[config.mk]
export PLATFORM = sky130hd
export DESIGN_NAME = alu_result_sink
export DESIGN_NICKNAME = d
export VERILOG_FILES = /design/src/rtl/alu_result_sink.sv
export SDC_FILE = /design/constraint.sdc
export NUM_CORES = 1
export LEC_CHECK = 0
export CELL_PAD_IN_SITES_DETAIL_PLACEMENT = 2
export CELL_PAD_IN_SITES_GLOBAL_PLACEMENT = 2
export CORE_ASPECT_RATIO = 0.75
export CORE_UTILIZATION = 35
export DETAILED_ROUTE_END_ITERATION = 6
export PLACE_DENSITY_LB_ADDON = 0.1
export SLEW_MARGIN = 20
export SYNTH_ARGS = -nofsm -noshare
export SYNTH_HDL_FRONTEND = slang
export SYNTH_SLANG_ARGS = --single-unit
export TNS_END_PERCENT = 5
[constraint.sdc]
create_clock -name clk -period 4 [get_ports clk]
set_input_delay 0.8 -clock clk [delete_from_list [all_inputs] [get_ports clk]]
set_output_delay 0.8 -clock clk [all_outputs]
set_load 0.01 [all_outputs]
[src/rtl/alu_result_sink.sv]
// alu_result_sink: consumes ALU results one handshake at a time.
// MUL/DIV results are written to HI/LO. All other results with a non-zero
// destination are queued in a 2-entry write-back FIFO. ALU flags are latched.
// Optional feature macro: STICKY_V_EN (sticky overflow bit, cleared by clr_sticky).
module alu_result_sink #(
   parameter int DEPTH = 2
) (
   input  logic        clk,
   input  logic        reset,
   input  logic        in_valid,
   output logic        in_ready,
   input  logic [4:0]  FS,
   input  logic [4:0]  dest,
   input  logic [31:0] Y_hi,
   input  logic [31:0] Y_lo,
   input  logic        C,
   input  logic        V,
   input  logic        N,
   input  logic        Z,
   output logic        wb_valid,
   input  logic        wb_ready,
   output logic [31:0] wb_data,
   output logic [4:0]  wb_dest,
   output logic [31:0] hi_q,
   output logic [31:0] lo_q,
   output logic [3:0]  flags_q,
   input  logic        clr_sticky,
   output logic        sticky_v
);

   // Full level for the 2-bit occupancy counter.
   localparam logic [1:0] FULL_CNT = 2'(DEPTH);

   logic [31:0] data_q [2];
   logic [4:0]  dst_q  [2];
   logic        rd_ptr_q, rd_ptr_d;
   logic        wr_ptr_q, wr_ptr_d;
   logic [1:0]  count_q, count_d;
   logic [31:0] hi_d, lo_d;
   logic [3:0]  flags_d;

   logic accept;
   logic is_muldiv;
   logic push;
   logic pop;

   // Handshake status depends on occupancy only, never on in_valid or wb_ready.
   assign in_ready  = (count_q != FULL_CNT);
   assign wb_valid  = (count_q != 2'd0);
   assign wb_data   = data_q[rd_ptr_q];
   assign wb_dest   = dst_q[rd_ptr_q];

   // FS 5'h1E (MUL) and 5'h1F (DIV) share the upper four bits.
   assign is_muldiv = (FS[4:1] == 4'hF);
   assign accept    = in_valid && in_ready;
   // Writes to r0 are architecturally discarded, so they never occupy the FIFO.
   assign push      = accept && !is_muldiv && (dest != 5'd0);
   assign pop       = wb_valid && wb_ready;

   // Next-state for FIFO pointers/count and architectural HI/LO/flags.
   always_comb begin
      rd_ptr_d = rd_ptr_q;
      wr_ptr_d = wr_ptr_q;
      count_d  = count_q;
      hi_d     = hi_q;
      lo_d     = lo_q;
      flags_d  = flags_q;
      if (push) begin
         wr_ptr_d = ~wr_ptr_q;
      end
      if (pop) begin
         rd_ptr_d = ~rd_ptr_q;
      end
      case ({push, pop})
         2'b10:   count_d = count_q + 2'd1;
         2'b01:   count_d = count_q - 2'd1;
         default: count_d = count_q;
      endcase
      if (accept) begin
         if (is_muldiv) begin
            hi_d         = Y_hi;
            lo_d         = Y_lo;
            // C and V are don't-care from the ALU for MUL/DIV; keep prior values.
            flags_d[1:0] = {N, Z};
         end else begin
            flags_d      = {C, V, N, Z};
         end
      end
   end

   // Control and architectural state registers.
   always_ff @(posedge clk or negedge reset) begin
      if (!reset) begin
         rd_ptr_q <= 1'b0;
         wr_ptr_q <= 1'b0;
         count_q  <= 2'd0;
         hi_q     <= 32'd0;
         lo_q     <= 32'd0;
         flags_q  <= 4'b0000;
      end else begin
         rd_ptr_q <= rd_ptr_d;
         wr_ptr_q <= wr_ptr_d;
         count_q  <= count_d;
         hi_q     <= hi_d;
         lo_q     <= lo_d;
         flags_q  <= flags_d;
      end
   end

   // FIFO storage; cleared on reset so the head reads zero afterwards.
   always_ff @(posedge clk or negedge reset) begin
      if (!reset) begin
         for (int i = 0; i < 2; i++) begin
            data_q[i] <= 32'd0;
            dst_q[i]  <= 5'd0;
         end
      end else if (push) begin
         data_q[wr_ptr_q] <= Y_lo;
         dst_q[wr_ptr_q]  <= dest;
      end
   end

`ifdef STICKY_V_EN
   logic sticky_q, sticky_d;

   // A new overflow takes priority over a clear in the same cycle.
   always_comb begin
      sticky_d = sticky_q;
      if (clr_sticky) begin
         sticky_d = 1'b0;
      end
      if (accept && !is_muldiv && V) begin
         sticky_d = 1'b1;
      end
   end

   // Sticky overflow register.
   always_ff @(posedge clk or negedge reset) begin
      if (!reset) begin
         sticky_q <= 1'b0;
      end else begin
         sticky_q <= sticky_d;
      end
   end

   assign sticky_v = sticky_q;
`else
   logic unused_clr_sticky;
   assign unused_clr_sticky = clr_sticky;
   assign sticky_v          = 1'b0;
`endif

endmodule

==> metrics.md, run 1 <==
| Metric | Value |
|---|---|
| Status | completed |
| Placed Instances | 779 |
| Fin cells | 811 |
| Post-synth EDFFs | 0 |
| Worst Setup Slack, final | 912 ps |
| Detailed Routing Iterations Pass 1 | 3 |
| RSZ-0062 raised after global routing | false |
| Vias per cell | 4.69 |
| Fraction of layout cells with a size suffix above 1 | 28.2% |
| Mean Syn Cell Area | 16.7 um^2 |
| Seq pwr share | 35.4% |
| H-Tree Depth | 4 |
| Crit path max fanout | 19 |
| Ports | 191 |
| Int Pwr | 5.14 mW |
| Number of global-route vias before repair | 4441 |
| Overall routing resource usage | 18.4% |
| Clk pwr share | 21.1% |
| Design area | 0.00876 mm^2 |
| Hold path cells | 1 |
| Fin crit share | 77.2% |
| Relative slew margins | 36.1% |
| Die Area | 0.0182 mm^2 |
| Setup Buffers After CTS | 0 |
| Synth top area share | 59.3% |
| Power Density | 837 mW/mm^2 |
| Synth Area in Simple Gates | 2.13% |
| Max Transition Viols Final | 0 |
| Switching Fraction | 29.9% |
| Pin count of the biggest net entering global routing | 101 |
| Initial antenna violation count | 0 |
| Synth Area in Adders | 0.203% |
| Largest family of logic cells by synthesized area | multiplexers |
| Area share of xor/xnor cells in the synthesized design | 0.710% |
| Async set-reset flop share out of synthesis | 100% |
| Root buffer cell | clkbuf_16 |
| Multiplexer share of the synthesized area | 34.2% |
| Synth cell types | 28 |
| Logic pwr share | 43.5% |
| Area after DPL | 0.00819 mm^2 |
| Port Buf Inserts | 187 |
| Count leader, synth | dfrtp_1 |
| Top cells by area, synth | dfrtp_1 59%, mux2_2 16%, mux2_1 11% |
| Area leader, netlist | dfrtp_1 |
| Flop and latch count out of synthesis | 146 |
| Final #Nets | 646 |
| DRT iter0 DRCs | 132 |
| CTS buffer count | 17 |
| Seq/Total Area, Yosys | 59.3% |
| Final Setup Violations | 0 |
| Die Y | 117 um |
| DRT antenna net count | 0 |
| Diode count | 0 |
| Place WS | 701 ps |
| Busiest grt layer | met2 |
| Met1 usage in global routing | 21.0% |
| Hold crit path type | register to register |
| Die W | 155 um |
| CP required | 3200 ps |
| Clock Skew | 10.4 ps |
| First-pass GRT wire length | 24.7 mm |
| Clock latency on the worst-skew pair | 420 ps |
| Top cells by count, synth | 146 x dfrtp_1, 89 x mux2_2, 58 x mux2_1 |
| Worst setup EP type | output port |
| Max cap viols | 0 |
| Tmin final | 3090 ps |
| Clock Sinks | 146 |
| Post-DP HPWL | 10.5 mm |
| Data arrival, critical path | 2290 ps |
| Met2 usage | 31.6% |
| Cts hold-fix bufs | 0 |
| DRT Wirelength | 15.5 mm |
| Hold Vio Cnt, Final | 0 |
| # rows | 41 |
| Core ar. | 0.0170 mm^2 |
| Total grt overflow | 0 |
| Final RePlAce weighted congestion | 0.749 |
| CTS tree | built |
| Mapped Nets | 453 |
| Crit start category | register |
| R2r worst-path depth | 5 |
| Critical path class | register to output port |
| Pleak | 3.79 nW |
| Peak VDD IR | 305 uV |
| Wire per inst | 19.1 um |
| Yosys warns | 0 |
| Setup TNS | 0 ps |
| Slew @ Worst Pin | 959 ps |
| Vias | 3800 |
| Synthesized instance count | 369 |
| Switch Pwr | 2.20 mW |
| Synth-to-layout area growth | 42.2% |
| Clock-pin transition on the worst setup and hold timing paths | 50 ps |
| Post-cts sizing count | 0 |
| Max frequency | 324 MHz |
| Post-synthesis compound-gate area fraction | 0.0812% |
| Clk buf depth | 2 |
| Main synth FF type | dfrtp_1 |
| DRC viols | 0 |
| Initial core utilization | 36.2% |
| Met3 usage | 7.44% |
| Area of the mapped netlist | 0.00616 mm^2 |
## final timing paths
path,start,endpoint,slack (ps)
min,dst_q[1]$_DFFE_PN0P_,dst_q[1]$_DFFE_PN0P_,490
min in group asynchronous,reset,lo_q[29]$_DFFE_PN0P_,500
max,rd_ptr_q$_DFFE_PN0P_,wb_data[23],910
max in group asynchronous,reset,rd_ptr_q$_DFFE_PN0P_,2650
max reg2reg,count_q[0]$_DFFE_PN0P_,data_q[35]$_DFFE_PN0P_,1720
min reg2reg,dst_q[1]$_DFFE_PN0P_,dst_q[1]$_DFFE_PN0P_,490
## area by class of cell
class / instances / area, um^2
tap: 236 / 295
multi-input combinational: 204 / 2300
clock buffer: 25 / 505
fill: 1585 / 8270
timing repair buffer: 193 / 1930
clock inverter: 7 / 73.8
sequential: 146 / 3650
## through the flow
stage                     hold slack (ps)  power [mW]  util, %
after floorplan                       454        4.19        -
after global placement                463        5.70     48.1
after detailed placement              479        5.85     48.1
after CTS                             492        7.49     51.5
after global routing                  507        7.79     51.5
final                                 486        7.34     51.5
## registers in the layout (all words and copies together) (netlist names)
name / count
dst_q: 10
lo_q: 32
wr_ptr_q: 1
hi_q: 32
data_q: 64
rd_ptr_q: 1
flags_q: 4
count_q: 2
## power by group through the flow
stage          Clock (mW)  Combinational (mW)  Sequential [mW]
2_1_floorplan           0                1.56             2.63
3_3_place_gp            0                3.14             2.55
3_5_place_dp            0                3.22             2.63
4_1_cts              1.60                3.27             2.62
5_1_grt              1.66                3.43             2.70
6_report             1.55                3.19             2.60
## critical path, stage by stage, from the launching register on
cell             delay (ps)
dfrtp_2                 680
buf_4                   320
mux2_2                  370
clkdlybuf4s50_1         500
## routing by layer
metal	up-vias	wire length, um
li1	1689	-
met1	1983	6350
met2	112	7670
met3	16	1220
met4	0	251
met5	-	0
## logic make-up after synthesis
group | after synthesis
AO/OA/AOI/OAI | 1
XOR/XNOR | 5
multiplexers | 177
buffers and inverters | 19
other | 1
AND/OR/NAND/NOR | 19
adder cells (fa/ha/maj) | 1
flip-flops | 146
## layout by cell type (no fill, tap or decap), drive strengths merged
master	instances
or2	2
mux2	177
nand2b	1
conb	1
and3	1
nand3b	1
clkdlybuf4s50	186
ha	1
xnor2	3
bufinv	1
buf	7
clkinv	2
nand3	1
nand4	1
o21ai	1
and2	1
xor2	2
or4	1
nor3	1
dfrtp	146
clkinvlp	4
nor2	2
clkbuf	25
nand2	7
No activity file was read; power rests on OpenSTA's default activity.
==> run 2, diff against run 1 <==
--- a/config.mk
+++ b/config.mk
@@ -8,7 +8,7 @@
 export CELL_PAD_IN_SITES_DETAIL_PLACEMENT = 2
 export CELL_PAD_IN_SITES_GLOBAL_PLACEMENT = 2
 export CORE_ASPECT_RATIO = 0.75
-export CORE_UTILIZATION = 35
+export CORE_UTILIZATION = 32
 export DETAILED_ROUTE_END_ITERATION = 6
 export PLACE_DENSITY_LB_ADDON = 0.1
 export SLEW_MARGIN = 20
==> constraint.sdc (replaced) <==
create_clock -name clk -period 3.2 [get_ports clk]
set_input_delay 0.64 -clock clk [delete_from_list [all_inputs] [get_ports clk]]
set_output_delay 0.64 -clock clk [all_outputs]
set_load 0.01 [all_outputs]
==> run 2 against run 1 <==
Effect of this change:
- combinational power increased by 27%
- via count decreased by 1.1%
- die area increased by 9.2%
- routed wire length decreased by 2.2%
- cell area increased by 0.37%
- non-clock buffer count increased by 4
- critical path depth unchanged
- clock-buffer cell count decreased by 7
- hold slack got worse by 300 ps
- core utilization decreased by 4.3 points
- clock power increased by 18%
- critical endpoint is now wb_data[0]
==> metrics.md, run 2 (synthesis gave the netlist of run 1 again) <==
| Metric | Value |
|---|---|
| Max reg flops | 64 |
| Initial core utilization | 33.0% |
| Place WS | 199 ps |
| DRT iter0 DRCs | 114 |
| Clock-pin transition on the worst setup and hold timing paths | 60 ps |
| Root buffer cell | clkbuf_16 |
| Post-cts sizing count | 0 |
| Crit start category | register |
| Relative slew margins | 60.6% |
| Die W | 162 um |
| DRC viols | 0 |
| Worst Setup Slack, final | 591 ps |
| Critical path class | register to output port |
| Die Area | 0.0198 mm^2 |
| Total grt overflow | 0 |
| Port Buf Inserts | 187 |
| Final Power | 9.07 mW |
| # rows | 43 |
| Synth-to-layout area growth | 42.7% |
| Vias | 3757 |
| Final Setup Violations | 0 |
| Peak VDD IR | 362 uV |
| Max frequency | 383 MHz |
| Clk buf depth | 2 |
| Overall routing resource usage | 16.4% |
| Data arrival, critical path | 1970 ps |
| RSZ-0062 raised after global routing | false |
| Most frequent cells in the layout | 186 x clkdlybuf4s50_1, 145 x dfrtp_1, 89 x mux2_2 |
| Max Transition Viols Final | 0 |
| Detailed Routing Iterations Pass 1 | 6 |
| Status | completed |
| Slew @ Worst Pin | 591 ps |
| Pin count of the biggest net entering global routing | 62 |
| Fraction of layout cells with a size suffix above 1 | 28.9% |
| Core ar. | 0.0187 mm^2 |
| Clock Sinks | 146 |
| Fin crit share | 81.5% |
| Die Y | 122 um |
| Setup TNS | 0 ps |
| Biggest regs | data_q: 64 flops, hi_q: 32 flops, lo_q: 32 flops |
| H-Tree Depth | 4 |
| Hold crit path type | input port to asynchronous set/reset pin |
| Max cap viols | 0 |
| Ports | 191 |
| Number of global-route vias before repair | 4368 |
| Cts hold-fix bufs | 0 |
| DRT antenna net count | 0 |
| Vias per cell | 4.55 |
| Final #Nets | 650 |
| CTS buffer count | 17 |
| CP required | 2560 ps |
| Clock Skew | 7.64 ps |
| Power Density | 1030 mW/mm^2 |
| Setup Buffers After CTS | 0 |
| Final Core Density | 47.1% |
| Most common cell after layout, fill and taps aside | clkdlybuf4s50_1 |
| CTS tree | built |
| Clock latency on the worst-skew pair | 420 ps |
| Post-DP HPWL | 10.7 mm |
| Min Hold Slack | 189 ps |
| Tmin final | 2610 ps |
| DRT Wirelength | 15.1 mm |
| Initial antenna violation count | 0 |
| Hold Vio Cnt, Final | 0 |
| Crit path max fanout | 19 |
| First-pass GRT wire length | 24.2 mm |
| Worst setup EP type | output port |
| Wire per inst | 18.4 um |
| Pleak | 3.82 nW |
| Final RePlAce weighted congestion | 0.669 |
| Diode count | 0 |
| Register bank with the most flops | data_q |
## run 2: report_power, final
part           internal (mW)  switching [mW]  total (mW)  leakage (nW)
clock                   1.06           0.764        1.83         0.266
sequential              2.73           0.469        3.20          1.76
combinational           2.54            1.50        4.04          1.79
total                   6.34            2.73        9.07          3.82
## run 2: per-layer routing
layer	routed length (um)	vias to the layer above	global-route usage, %
met5	0	-	0
met4	179	0	5.31
met3	1110	15	6.47
met2	7530	112	27.8
met1	6320	1929	18.9
li1	-	1701	-
## run 2: final cells by class
| cell class | count | area (um^2) |
|---|---|---|
| fill | 1759 | 9870 |
| sequential | 146 | 3650 |
| multi-input combinational | 204 | 2300 |
| timing repair buffer | 197 | 1990 |
| clock buffer | 18 | 429 |
| tap | 247 | 309 |
| clock inverter | 13 | 114 |
## run 2: path summary, 6_finish.rpt
| check | from | end | slack (ps) | cells after the start |
|---|---|---|---|---|
| setup / recovery | rd_ptr_q$_DFFE_PN0P_ | wb_data[0] | 590 | 3 |
| hold / removal | reset | lo_q[30]$_DFFE_PN0P_ | 190 | 1 |
| setup reg to reg | count_q[0]$_DFFE_PN0P_ | data_q[56]$_DFFE_PN0P_ | 890 | 5 |
| hold reg to reg | data_q[0]$_DFFE_PN0P_ | data_q[0]$_DFFE_PN0P_ | 490 | 1 |
| max in group asynchronous | reset | lo_q[23]$_DFFE_PN0P_ | 2080 | 2 |
| min in group clk | data_q[0]$_DFFE_PN0P_ | data_q[0]$_DFFE_PN0P_ | 490 | 1 |
## run 2: through the flow
| stage | instances | instance area [um^2] |
|---|---|---|
| 6_report | 825 | 8800 |
| 5_1_grt | 825 | 8800 |
| 4_1_cts | 825 | 8800 |
| 3_5_place_dp | 794 | 8250 |
| 3_3_place_gp | 794 | 8250 |
| 2_1_floorplan | 369 | 6160 |
## run 2: critical path, stage by stage, from the launching register on
cell and delay, ps:
dfrtp_2 350, buf_4 300, mux2_2 390, clkdlybuf4s50_1 510
